===== src/rtl/instr_sequencer.sv =====
// Multi-cycle FETCH/DECODE/EXEC/MEM/WB sequencer for the 5-bit-opcode core.
// Drives the PC/IR/register-file/memory strobes and keeps halt, timeout and retire bookkeeping.
module instr_sequencer #(
    parameter int unsigned MEM_TIMEOUT = 16,
    parameter int unsigned CNT_W       = 16
) (
    input  logic             clk,
    input  logic             rst_n,
    input  logic             imem_rdy,
    input  logic             dmem_rdy,
    input  logic             dec_halt,
    input  logic             dec_reg_write,
    input  logic             dec_mem_write,
    input  logic             dec_sel_wb,
    output logic             imem_req,
    output logic             ir_load,
    output logic             dmem_req,
    output logic             dmem_we,
    output logic             rf_we,
    output logic             pc_en,
    output logic             halted,
    output logic             mem_err,
    output logic [2:0]       state,
    output logic [CNT_W-1:0] instret,
    output logic [CNT_W-1:0] stall_cnt
);

    // Wait counter only needs to reach MEM_TIMEOUT-1; the timeout fires on that cycle.
    localparam int unsigned WAIT_W    = (MEM_TIMEOUT < 2) ? 1 : $clog2(MEM_TIMEOUT);
    localparam int unsigned WAIT_LAST = (MEM_TIMEOUT < 1) ? 0 : MEM_TIMEOUT - 1;

    typedef enum logic [2:0] {
        S_FETCH  = 3'd0,
        S_DECODE = 3'd1,
        S_EXEC   = 3'd2,
        S_MEM    = 3'd3,
        S_WB     = 3'd4,
        S_HALT   = 3'd5
    } state_e;

    state_e            state_q, state_d;
    logic              f_halt_q, f_halt_d;
    logic              f_reg_write_q, f_reg_write_d;
    logic              f_mem_write_q, f_mem_write_d;
    logic              f_sel_wb_q, f_sel_wb_d;
    logic              mem_err_q, mem_err_d;
    logic [WAIT_W-1:0] wait_q, wait_d;
    logic [CNT_W-1:0]  instret_q, instret_d;
    logic [CNT_W-1:0]  stall_q, stall_d;
    logic              stall_inc;

    always_ff @(posedge clk) begin
        if (!rst_n) begin
            state_q       <= S_FETCH;
            f_halt_q      <= 1'b0;
            f_reg_write_q <= 1'b0;
            f_mem_write_q <= 1'b0;
            f_sel_wb_q    <= 1'b0;
            mem_err_q     <= 1'b0;
            wait_q        <= '0;
            instret_q     <= '0;
            stall_q       <= '0;
        end else begin
            state_q       <= state_d;
            f_halt_q      <= f_halt_d;
            f_reg_write_q <= f_reg_write_d;
            f_mem_write_q <= f_mem_write_d;
            f_sel_wb_q    <= f_sel_wb_d;
            mem_err_q     <= mem_err_d;
            wait_q        <= wait_d;
            instret_q     <= instret_d;
            stall_q       <= stall_d;
        end
    end

    // Next-state, strobes (Moore from state, Mealy for ir_load/pc_en) and bookkeeping.
    always_comb begin
        state_d       = state_q;
        f_halt_d      = f_halt_q;
        f_reg_write_d = f_reg_write_q;
        f_mem_write_d = f_mem_write_q;
        f_sel_wb_d    = f_sel_wb_q;
        mem_err_d     = mem_err_q;
        wait_d        = wait_q;
        stall_inc     = 1'b0;
        imem_req      = 1'b0;
        ir_load       = 1'b0;
        dmem_req      = 1'b0;
        dmem_we       = 1'b0;
        rf_we         = 1'b0;
        pc_en         = 1'b0;
        halted        = 1'b0;

        case (state_q)
            S_FETCH: begin
                imem_req = 1'b1;
                if (imem_rdy) begin
                    ir_load = 1'b1;
                    state_d = S_DECODE;
                end else begin
                    stall_inc = 1'b1;
                end
            end
            S_DECODE: begin
                f_halt_d      = dec_halt;
                f_reg_write_d = dec_reg_write;
                f_mem_write_d = dec_mem_write;
                f_sel_wb_d    = dec_sel_wb;
                state_d       = dec_halt ? S_HALT : S_EXEC;
            end
            S_EXEC: begin
                if (f_mem_write_q || f_sel_wb_q) begin
                    state_d = S_MEM;
                    wait_d  = '0;
                end else if (f_reg_write_q) begin
                    state_d = S_WB;
                end else begin
                    pc_en   = 1'b1;
                    state_d = S_FETCH;
                end
            end
            S_MEM: begin
                dmem_req = 1'b1;
                dmem_we  = f_mem_write_q;
                if (dmem_rdy) begin
                    if (f_sel_wb_q) begin
                        state_d = S_WB;
                    end else begin
                        pc_en   = 1'b1;
                        state_d = S_FETCH;
                    end
                end else begin
                    stall_inc = 1'b1;
                    if (wait_q == WAIT_W'(WAIT_LAST)) begin
                        mem_err_d = 1'b1;
                        state_d   = S_HALT;
                    end else begin
                        wait_d = wait_q + WAIT_W'(1);
                    end
                end
            end
            S_WB: begin
                rf_we   = 1'b1;
                pc_en   = 1'b1;
                state_d = S_FETCH;
            end
            S_HALT: begin
                halted = 1'b1;
            end
            default: begin
                state_d = S_HALT;
            end
        endcase

        instret_d = pc_en     ? instret_q + CNT_W'(1) : instret_q;
        stall_d   = stall_inc ? stall_q + CNT_W'(1)   : stall_q;
    end

    assign state     = 3'(state_q);
    assign mem_err   = mem_err_q;
    assign instret   = instret_q;
    assign stall_cnt = stall_q;

endmodule

===== config.mk =====
export PLATFORM = sky130hd
export DESIGN_NAME = instr_sequencer
export DESIGN_NICKNAME = d
export VERILOG_FILES = /design/src/rtl/instr_sequencer.sv
export SDC_FILE = /design/constraint.sdc
export NUM_CORES = 1
export LEC_CHECK = 0
export CORE_UTILIZATION = 35
export DETAILED_ROUTE_END_ITERATION = 7
export GPL_TIMING_DRIVEN = 0
export SYNTH_ARGS = -nofsm -noshare
export SYNTH_HDL_FRONTEND = slang
export SYNTH_SLANG_ARGS = --single-unit
export TNS_END_PERCENT = 20

===== constraint.sdc =====
create_clock -name clk -period 2 [get_ports clk]
set_clock_uncertainty 0.05 [all_clocks]
set_input_delay 0.4 -clock clk [delete_from_list [all_inputs] [get_ports clk]]
set_output_delay 0.4 -clock clk [all_outputs]
set_load 0.05 [all_outputs]

==> results of run 1 <==
state kept, by name, summed over array words and instances, names as in the netlist:
name,cells
f_reg_write_q,1
f_sel_wb_q,1
instret,16
f_mem_write_q,1
mem_err,1
state,3
wait_q,4
stall_cnt,16
kinds of logic (layout without fill, tap and decap cells):
family	Yosys count	in the layout	synth area share
flops	43	43	0.369
xor+xnor	8	8	0.0301
mux	24	24	0.104
compound gates	51	51	0.163
buf+inv	24	94	0.0430
simple gates	123	123	0.275
fa+ha+maj	3	3	0.0161
cells in the final DEF, fill, tap and decap left out, drive strengths merged, types with 6 or more instances in the layout:
cell type,n
o21ai,8
mux2i,23
inv,7
a2111oi,6
dlymetal6s2s,12
dfxtp,43
nor2,16
nand3,18
xnor2,8
nand2,35
nand2b,19
a21oi,11
clkdlybuf4s50,19
clkbuf,18
nand4,7
a211oi,12
buf,27
dlygate4sd2,10
per-stage QoR:
| stage | setup slack (ps) | setup TNS, ps | std cells | utilization | total power [mW] |
|---|---|---|---|---|---|
| finish | -52.9 | -52.9 | 423 | 0.506 | 2.02 |
| global route | -127 | -207 | 423 | 0.506 | 2.12 |
| detailed placement | -701 | -10860 | 402 | 0.465 | 1.39 |
| CTS | -101 | -185 | 418 | 0.492 | 2.03 |
| global placement | -711 | -10170 | 402 | 0.465 | 1.38 |
| floorplan | -23.0 | -23.0 | 276 | - | 1.25 |
repair_timing:
item | CTS | global route
buffers inserted | 8 | 5
setup endpoints to repair | 31 | 27
hold buffers | 0 | 0
endpoints found under the hold margin | 0 | 0
pin swaps | 2 | 5
resized for setup | 57 | 23
worst max-delay path: cells and delay by family (launching register included):
kind	cells	cell delay, ps
buffers and inverters	4	510
flip-flops	1	360
AND/OR/NAND/NOR	2	250
AO/OA/AOI/OAI	1	190
final cells by class:
cell class / instances / share of cell area
clock buffer: 8 / 0.0310
sequential: 43 / 0.269
inverter: 8 / 0.0108
multi-input combinational: 209 / 0.445
timing repair buffer: 62 / 0.182
buffer: 16 / 0.0322
tap: 77 / 0.0298
power breakdown:
group | internal (mW) | switching (mW)
Combinational | 0.186 | 0.300
Sequential | 0.882 | 0.0363
Clock | 0.316 | 0.301
Total | 1.38 | 0.638
worst max-delay path by stage:
stage,start,slack [ps],end,depth (start not counted)
after floorplan,state[2]$_SDFFE_PN0P_,-20,pc_en,6
after global placement,state[2]$_SDFFE_PN0P_,-710,pc_en,6
after detailed placement,state[2]$_SDFFE_PN0P_,-700,pc_en,7
after CTS,state[2]$_SDFFE_PN0P_,-100,pc_en,7
after global routing,state[2]$_SDFFE_PN0P_,-130,pc_en,7
final,state[2]$_SDFFE_PN0P_,-50,pc_en,7
per-layer routing:
metal	vias up	routed length (um)	global-route usage
li1	1144	-	-
met1	1056	2880	0.231
met2	40	2790	0.280
met3	6	224	0.0326
met4	0	74	0.0663
met5	-	0	0
==> flow_summary.yaml, run 1 <==
clocking:
  cts-root-to-sink-buffers: 2
  worstSkewPairLatency_ps: 300
  clk_pin_slew_ps: 80
  root_buffer: "sky130_fd_sc_hd__clkbuf_8"
  htree_num_levels: 2
  clock-sinks: 43
  cts_tree: "done"
  cts-buffers-inserted: 5
place:
  place.detailed.hpwl_um: 4170
  gpl_congestion: 0.776
  buffer_ports.inserted: 49
  placed_cell_area_sq_um: 2970
die:
  top_level_ports: 51
  num_rows: 29
  floorplan.die.width_um: 83.6
  design.core.area_sq_um: 6390
  design.die.area_sq_um: 6990
  die_height_um: 83.6
  floorplan.initialDensity: 0.365
routing:
  routed_via_density: 5.31
  final_antenna_net_count: 0
  drt_iter0_drc: 72
  dr.pass1.iters: 4
  drt_drc_violations_left: 0
  route.final.wire_length_um: 5970
  wl_per_cell_um: 14.1
  route.vias.total: 2246
final_layout:
  final-seq-area_sq_um: 867
  drive_gt1_frac: 0.156
  stdcell_area_sq_um: 3230
  area_delta_synth_final_pct: 38.6
  nFillCells: 623
  area_taken_by_multi_input_logic_gates_sq_um: 1440
  finish.net_count: 356
  antennaDiodeCount: 0
power:
  irDropWorstVdd_uv: 339
  p_leak_nw: 1.44
  power_density_nw_per_um2: 626
hold_path:
  hold_start: "instret[15]$_SDFFE_PN0P_"
  worst_hold_path.num_cells: 2
  hold_path_end: "instret[15]$_SDFFE_PN0P_"
  worst_hold_path_type: "flip-flop to flip-flop"
grt:
  antenna_found_initial: 0
  track_usage: 0.174
  globalRoute.totalOverflow: 0
  grt_pass1_wl_um: 9850
  grt_pass1_vias: 2014
  grt_start_max_net_pins: 13
critical_path:
  cp_slowest_stage_delay_ps: 360
  cp_slowest_cell: "sky130_fd_sc_hd__dfxtp_4"
  worstRegToRegCells: 5
  r2r-end: "stall_cnt[13]$_SDFFE_PN0P_"
  worstPathRequired_ps: 1550
  worstReg2RegStart: "state[0]$_SDFFE_PN0P_"
  crit_chain: "buf_8 -> nand3b_1 -> clkinv_4 -> a22oi_2 -> buf_6 -> nand2_8 -> buf_8"
  crit_fanout: 6
  crit_path_end_kind: "primary output"
  cp.arrival_ps: 1600
  worst_setup_slack_for_register_to_register_paths_ps: 70
  timing.critical_path.from_type: "flip-flop"
  critical_path.most_common_cell: "sky130_fd_sc_hd__buf_8"
  worst-setup-path-type: "flip-flop to primary output"
logic_synthesis:
  postSynthRegisterBits: 43
  synth_top_area_frac: 0.369
  postSynthCellCount: 276
  post_synth_main_area_contributors: "sky130_fd_sc_hd__dfxtp_1 37%, sky130_fd_sc_hd__mux2i_1 9.9%, sky130_fd_sc_hd__nand2_1 5.6%"
  syn_area_sq_um: 2330
  synthesis.area_per_instance_sq_um: 8.44
  synth.yosys.warnings: 0
  synthDominantAreaCellType: "sky130_fd_sc_hd__dfxtp_1"
  postSynth.asyncResetShare: 0
  yosysMostFrequentCell: "sky130_fd_sc_hd__dfxtp_1"
  synth_fp_nets: 287
  synth_flop_cell: "sky130_fd_sc_hd__dfxtp_1"
  post_synth_most_frequent_cells: "43 x sky130_fd_sc_hd__dfxtp_1, 35 x sky130_fd_sc_hd__nand2_1, 23 x sky130_fd_sc_hd__mux2i_1"
  count_of_distinct_cell_types_in_the_synthesized_netlist: 45
  synth_sequential_area_ratio: 0.369
  synth_enable_flop_cells: 0
sta:
  post_route_clock_period_utilization: 1.03
  worst_pin_slew_ps: 687
  timing.final.crit_period_ps: 2050
  slew_headroom: 0.541
  post-route-worst-setup-slack_ps: -52.9
  grt_setup_unrepaired: "yes"
  finalHoldViolCount: 0
  slew_viol_final: 0
  max_freq_ghz: 0.487
  final.hold.worst_slack_ps: 422
  setup_viol: 1
outcome:
  violations: "setup timing"
  run_status: "complete, but fails checks"
flow_run:
  max_cap_viol_count: 0
Note: power is estimated with default switching activity, not from simulation.
==> run 2, diff against run 1 <==
--- a/config.mk
+++ b/config.mk
@@ -5,9 +5,10 @@
 export SDC_FILE = /design/constraint.sdc
 export NUM_CORES = 1
 export LEC_CHECK = 0
-export CORE_UTILIZATION = 35
+export CORE_UTILIZATION = 46
 export DETAILED_ROUTE_END_ITERATION = 7
 export GPL_TIMING_DRIVEN = 0
+export PLACE_DENSITY = 0.77
 export SYNTH_ARGS = -nofsm -noshare
 export SYNTH_HDL_FRONTEND = slang
 export SYNTH_SLANG_ARGS = --single-unit
==> run 2 against run 1 <==
Register-to-register slack got worse by 40 ps; worst setup slack improved by 54 ps; the run now ends clean; sequential share of layout area decreased by 0.094 points; clock power increased by 15%; largest power group unchanged; critical endpoint unchanged; combinational power rose by 2%; cell area grew 0.93%.
==> flow_summary.yaml, run 2 (same netlist as run 1, synthesis figures left out) <==
die:
  floorplan.die.width_um: 73.2
  top_level_ports: 51
  die_height_um: 73.2
  floorplan.initialDensity: 0.487
  design.core.area_sq_um: 4790
  design.die.area_sq_um: 5350
  num_rows: 25
routing:
  wl_per_cell_um: 13.8
  routed-wl-met2_um: 2690
  route.vias.total: 2313
  routed_via_density: 5.57
  drt_iter0_drc: 103
  detail_route.wirelength.met1_um: 2760
  dr.max_layer_used: "met4"
  wl_met3_um: 223
  dr.pass1.iters: 4
  route.final.wire_length_um: 5720
  final_antenna_net_count: 0
  drt_drc_violations_left: 0
final_layout:
  area_delta_synth_final_pct: 39.9
  stdcell_area_sq_um: 3260
  layout.cells.most_common_list: "40 x sky130_fd_sc_hd__dfxtp_1, 33 x sky130_fd_sc_hd__nand2_1, 23 x sky130_fd_sc_hd__mux2i_1, 19 x sky130_fd_sc_hd__nand2b_1"
  layout.cells.most_common: "sky130_fd_sc_hd__dfxtp_1"
  post_layout_nonfiller_instances: 415
  antennaDiodeCount: 0
  nFillCells: 393
  final-seq-area_sq_um: 872
  finish.net_count: 358
  area_taken_by_multi_input_logic_gates_sq_um: 1430
  drive_gt1_frac: 0.170
sta:
  final.hold.worst_slack_ps: 418
  slew_viol_final: 0
  finalHoldViolCount: 0
  grt_setup_unrepaired: "yes"
  worst_pin_slew_ps: 636
  timing.final.crit_period_ps: 2000
  setup_viol: 0
  max_freq_ghz: 0.500
  slew_headroom: 0.575
  post-route-worst-setup-slack_ps: 1.18
  post_route_clock_period_utilization: 0.999
clocking:
  htree_num_levels: 2
  clk_pin_slew_ps: 90
  cts-buffers-inserted: 5
  worstSkewPairLatency_ps: 290
  root_buffer: "sky130_fd_sc_hd__clkbuf_8"
  cts-root-to-sink-buffers: 2
  clock-sinks: 43
  cts_tree: "done"
grt:
  grt_pass1_wl_um: 9290
  track_usage: 0.221
  antenna_found_initial: 0
  globalRoute.totalOverflow: 0
  grt_start_max_net_pins: 14
  grt_pass1_vias: 2000
place:
  dpl_worst_slack_ps: -702
  place.detailed.hpwl_um: 3910
  gpl_congestion: 0.847
  dp.cells: 392
  placed_cell_area_sq_um: 2960
  buffer_ports.inserted: 49
critical_path:
  crit_fanout: 5
  worst-setup-path-type: "flip-flop to primary output"
  crit_path_end_kind: "primary output"
  timing.critical_path.from_type: "flip-flop"
  cp.arrival_ps: 1550
  worstPathRequired_ps: 1550
power:
  irDropWorstVdd_uv: 474
  total_power_mw: 2.12
  p_leak_nw: 1.48
  power_density_nw_per_um2: 651
outcome:
  run_status: "finished clean"
hold_path:
  worst_hold_path_type: "flip-flop to flip-flop"
flow_run:
  max_cap_viol_count: 0
-- run 2: area by class of cell --
cell class | count | share of cell area
multi-input combinational | 209 | 0.438
sequential | 43 | 0.268
timing repair buffer | 64 | 0.189
buffer | 16 | 0.0330
tap | 67 | 0.0257
clock buffer | 6 | 0.0253
clock inverter | 2 | 0.0107
inverter | 8 | 0.0107
-- run 2: report_power, final --
part | internal (mW) | switching, mW | leakage [nW]
sequential | 0.882 | 0.0348 | 0.350
clock | 0.404 | 0.303 | 0.0612
combinational | 0.196 | 0.300 | 1.07
total | 1.48 | 0.638 | 1.48
-- run 2: timing repair --
item | CTS | global route
pin swaps | 2 | 10
setup buffers | 6 | 9
resized for setup | 54 | 31
endpoints found under the setup margin | 27 | 46
hold buffers | 0 | 0
-- run 2: worst max-delay path, cell delays in order (launching register included) --
cell,delay [ps]
sky130_fd_sc_hd__dfxtp_4,360
sky130_fd_sc_hd__buf_8,90
sky130_fd_sc_hd__nand3b_1,180
sky130_fd_sc_hd__clkinv_4,100
sky130_fd_sc_hd__a22oi_2,180
sky130_fd_sc_hd__buf_6,160
sky130_fd_sc_hd__nand2_8,40
sky130_fd_sc_hd__buf_8,140
-- run 2: routing by layer --
layer  up-vias  global-route usage
met4         0              0.0697
met5         -                   0
met1      1102               0.304
met3         7              0.0442
li1       1145                   -
met2        59               0.346
-- run 2: path summary, 6_finish.rpt --
path	depth (start not counted)	to	slack, ps	from
worst max register to register	5	stall_cnt[11]$_SDFFE_PN0P_	30	state[1]$_SDFFE_PN0P_
worst max-delay path	7	pc_en	1	state[2]$_SDFFE_PN0P_
worst min-delay path	2	instret[15]$_SDFFE_PN0P_	420	instret[15]$_SDFFE_PN0P_
worst min register to register	2	instret[15]$_SDFFE_PN0P_	420	instret[15]$_SDFFE_PN0P_
-- run 2: metrics by stage --
stage | utilization | TNS (ps)
2_1_floorplan | - | -23.0
3_3_place_gp | 0.618 | -8700
3_5_place_dp | 0.618 | -10010
4_1_cts | 0.651 | -89.3
5_1_grt | 0.681 | -147
6_report | 0.681 | 0
==> run 3, diff against run 2 <==
--- a/config.mk
+++ b/config.mk
@@ -5,10 +5,10 @@
 export SDC_FILE = /design/constraint.sdc
 export NUM_CORES = 1
 export LEC_CHECK = 0
-export CORE_UTILIZATION = 46
+export CORE_UTILIZATION = 50
 export DETAILED_ROUTE_END_ITERATION = 7
 export GPL_TIMING_DRIVEN = 0
-export PLACE_DENSITY = 0.77
+export PLACE_DENSITY = 0.79
 export SYNTH_ARGS = -nofsm -noshare
 export SYNTH_HDL_FRONTEND = slang
 export SYNTH_SLANG_ARGS = --single-unit
==> constraint.sdc (replaced) <==
create_clock -name clk -period 2.2 [get_ports clk]
set_clock_uncertainty 0.05 [all_clocks]
set_input_delay 0.44 -clock clk [delete_from_list [all_inputs] [get_ports clk]]
set_output_delay 0.44 -clock clk [all_outputs]
set_load 0.05 [all_outputs]
==> run 3 against run 2 <==
Hold slack gained 2.2 ps; cell area shrank 4.1%; clock power shrank 8.6%; count of clock-buffer cells in the layout is the same.
==> flow_summary.yaml, run 3 (same netlist as run 1, synthesis figures left out) <==
critical_path:
  cp.arrival_ps: 1660
  worstReg2RegStart: "state[0]$_SDFFE_PN0P_"
  worst_setup_slack_for_register_to_register_paths_ps: 180
  worstRegToRegCells: 5
  timing.critical_path.from: "state[2]$_SDFFE_PN0P_"
  r2r-end: "stall_cnt[9]$_SDFFE_PN0P_"
  timing.critical_path.from_type: "flip-flop"
  worst-setup-path-type: "flip-flop to primary output"
  worstPathRequired_ps: 1710
  crit_path_end_kind: "primary output"
  critical_path.endpoint: "pc_en"
  crit_fanout: 11
power:
  cell_internal_pwr_mw: 1.32
  p_leak_nw: 1.13
  power_density_nw_per_um2: 609
  power.sequential.fraction: 0.442
  p_comb_frac: 0.218
  p_sw_frac: 0.304
  power.share.clock: 0.340
  irDropWorstVdd_uv: 447
  total_power_mw: 1.90
  power.net_switching_uw: 578
clocking:
  cts-buffers-inserted: 5
  worstSkewPairLatency_ps: 300
  clock-sinks: 43
  htree_num_levels: 2
  cts-root-to-sink-buffers: 2
  root_buffer: "sky130_fd_sc_hd__clkbuf_8"
  cts_hold_repair.buffers: 0
  cts_tree: "done"
  clk_pin_slew_ps: 80
final_layout:
  post_layout_nonfiller_instances: 393
  nFillCells: 370
  layout.cells.most_common_list: "41 x sky130_fd_sc_hd__clkdlybuf4s50_1, 40 x sky130_fd_sc_hd__dfxtp_1, 33 x sky130_fd_sc_hd__nand2_1, 23 x sky130_fd_sc_hd__mux2i_1, 19 x sky130_fd_sc_hd__nand2b_1"
  drive_gt1_frac: 0.138
  antennaDiodeCount: 0
  layout.cells.most_common: "sky130_fd_sc_hd__clkdlybuf4s50_1"
  finish.net_count: 351
  area_taken_by_multi_input_logic_gates_sq_um: 1400
  area_delta_synth_final_pct: 34.2
  final-seq-area_sq_um: 867
sta:
  slew_viol_final: 0
  grt_setup_unrepaired: "yes"
  timing.final.crit_period_ps: 2150
  max_freq_ghz: 0.464
  post_route_clock_period_utilization: 0.979
  worst_pin_slew_ps: 646
  post-route-worst-setup-slack_ps: 45.4
  slew_headroom: 0.568
  setup_viol: 0
  finalHoldViolCount: 0
place:
  dp.cells: 377
  buffer_ports.inserted: 49
  gpl_congestion: 0.859
  dpl_worst_slack_ps: -610
  place.detailed.hpwl_um: 3960
grt:
  grt_start_max_net_pins: 14
  grt_util_met1: 0.313
  global_route.usage.met2: 0.397
  globalRoute.totalOverflow: 0
  grt_pass1_vias: 2155
  grt_pass1_wl_um: 9720
  antenna_found_initial: 0
  busiest_layer: "met2"
  track_usage: 0.242
  grtUsageMet3: 0.0505
die:
  floorplan.die.width_um: 70.3
  num_rows: 24
  floorplan.initialDensity: 0.528
  design.die.area_sq_um: 4940
  die_height_um: 70.3
  top_level_ports: 51
  design.core.area_sq_um: 4410
routing:
  route.final.wire_length_um: 5750
  drt_drc_violations_left: 0
  final_antenna_net_count: 0
  route.vias.total: 2297
  dr.pass1.iters: 4
  routed_via_density: 5.84
  drt_iter0_drc: 172
  wl_per_cell_um: 14.6
outcome:
  run_status: "finished clean"
hold_path:
  worst_hold_path_type: "flip-flop to flip-flop"
  worst_hold_path.num_cells: 2
flow_run:
  max_cap_viol_count: 0
==> run 3: changes by cell type in the layout (fill, tap and decap cells not counted), moves of 3 or more <==
cell / before / now
sky130_fd_sc_hd__buf_2: 4 / 1
sky130_fd_sc_hd__buf_4: 16 / 10
sky130_fd_sc_hd__dlymetal6s2s_1: 14 / 1
sky130_fd_sc_hd__dlygate4sd2_1: 9 / 1
sky130_fd_sc_hd__clkdlybuf4s50_1: 18 / 41
==> run 3: how the worst min path moves through the flow <==
stage	start	endpoint	slack, ps
detailed placement	instret[15]$_SDFFE_PN0P_	instret[15]$_SDFFE_PN0P_	410
floorplan	wait_q[3]$_SDFFE_PN0P_	wait_q[3]$_SDFFE_PN0P_	410
finish	instret[15]$_SDFFE_PN0P_	instret[15]$_SDFFE_PN0P_	420
CTS	instret[15]$_SDFFE_PN0P_	instret[15]$_SDFFE_PN0P_	420
global route	instret[15]$_SDFFE_PN0P_	instret[15]$_SDFFE_PN0P_	450
global placement	instret[15]$_SDFFE_PN0P_	instret[15]$_SDFFE_PN0P_	400
==> run 3: power by group through the flow <==
stage | logic, mW | registers, mW | clock network (mW)
floorplan | 0.228 | 0.901 | 0
global placement | 0.388 | 0.850 | 0
detailed placement | 0.394 | 0.852 | 0
CTS | 0.403 | 0.835 | 0.657
global route | 0.447 | 0.845 | 0.690
finish | 0.415 | 0.841 | 0.647
==> run 3: area by class of cell <==
class | instances | share of cell area
inverter | 8 | 0.0112
timing repair buffer | 58 | 0.178
buffer | 15 | 0.0268
tap | 52 | 0.0208
clock inverter | 2 | 0.0112
multi-input combinational | 209 | 0.448
clock buffer | 6 | 0.0264
sequential | 43 | 0.277
==> run 3: stage by stage <==
stage / TNS, ps / area [sq um] / util / hold slack (ps)
2_1_floorplan: 0 / 2360 / - / 408
3_3_place_gp: -3500 / 2910 / 0.660 / 402
3_5_place_dp: -4460 / 2910 / 0.660 / 411
4_1_cts: -45.1 / 3070 / 0.694 / 423
5_1_grt: -48.2 / 3130 / 0.708 / 453
6_report: 0 / 3130 / 0.708 / 420
==> run 3: worst max-delay path, stage by stage (launching register included) <==
cell                       delay, ps
sky130_fd_sc_hd__dfxtp_4         440
sky130_fd_sc_hd__nand3b_1        240
sky130_fd_sc_hd__clkinv_4        120
sky130_fd_sc_hd__a22oi_2         230
sky130_fd_sc_hd__buf_6           150
sky130_fd_sc_hd__nand2_2          50
sky130_fd_sc_hd__buf_6           150
==> run 3: per-layer routing <==
metal | share of wire | vias up
met5 | 0 | -
met4 | 0.0096 | 0
met3 | 0.053 | 6
met2 | 0.48 | 77
met1 | 0.46 | 1086
li1 | - | 1128
==> run 3: repair_timing <==
| action | 4_1_cts | 5_1_grt |
|---|---|---|
| pin swaps | 1 | 6 |
| gates resized for setup | 34 | 13 |
| endpoints found under the setup margin | 7 | 8 |
| setup buffers | 3 | 6 |
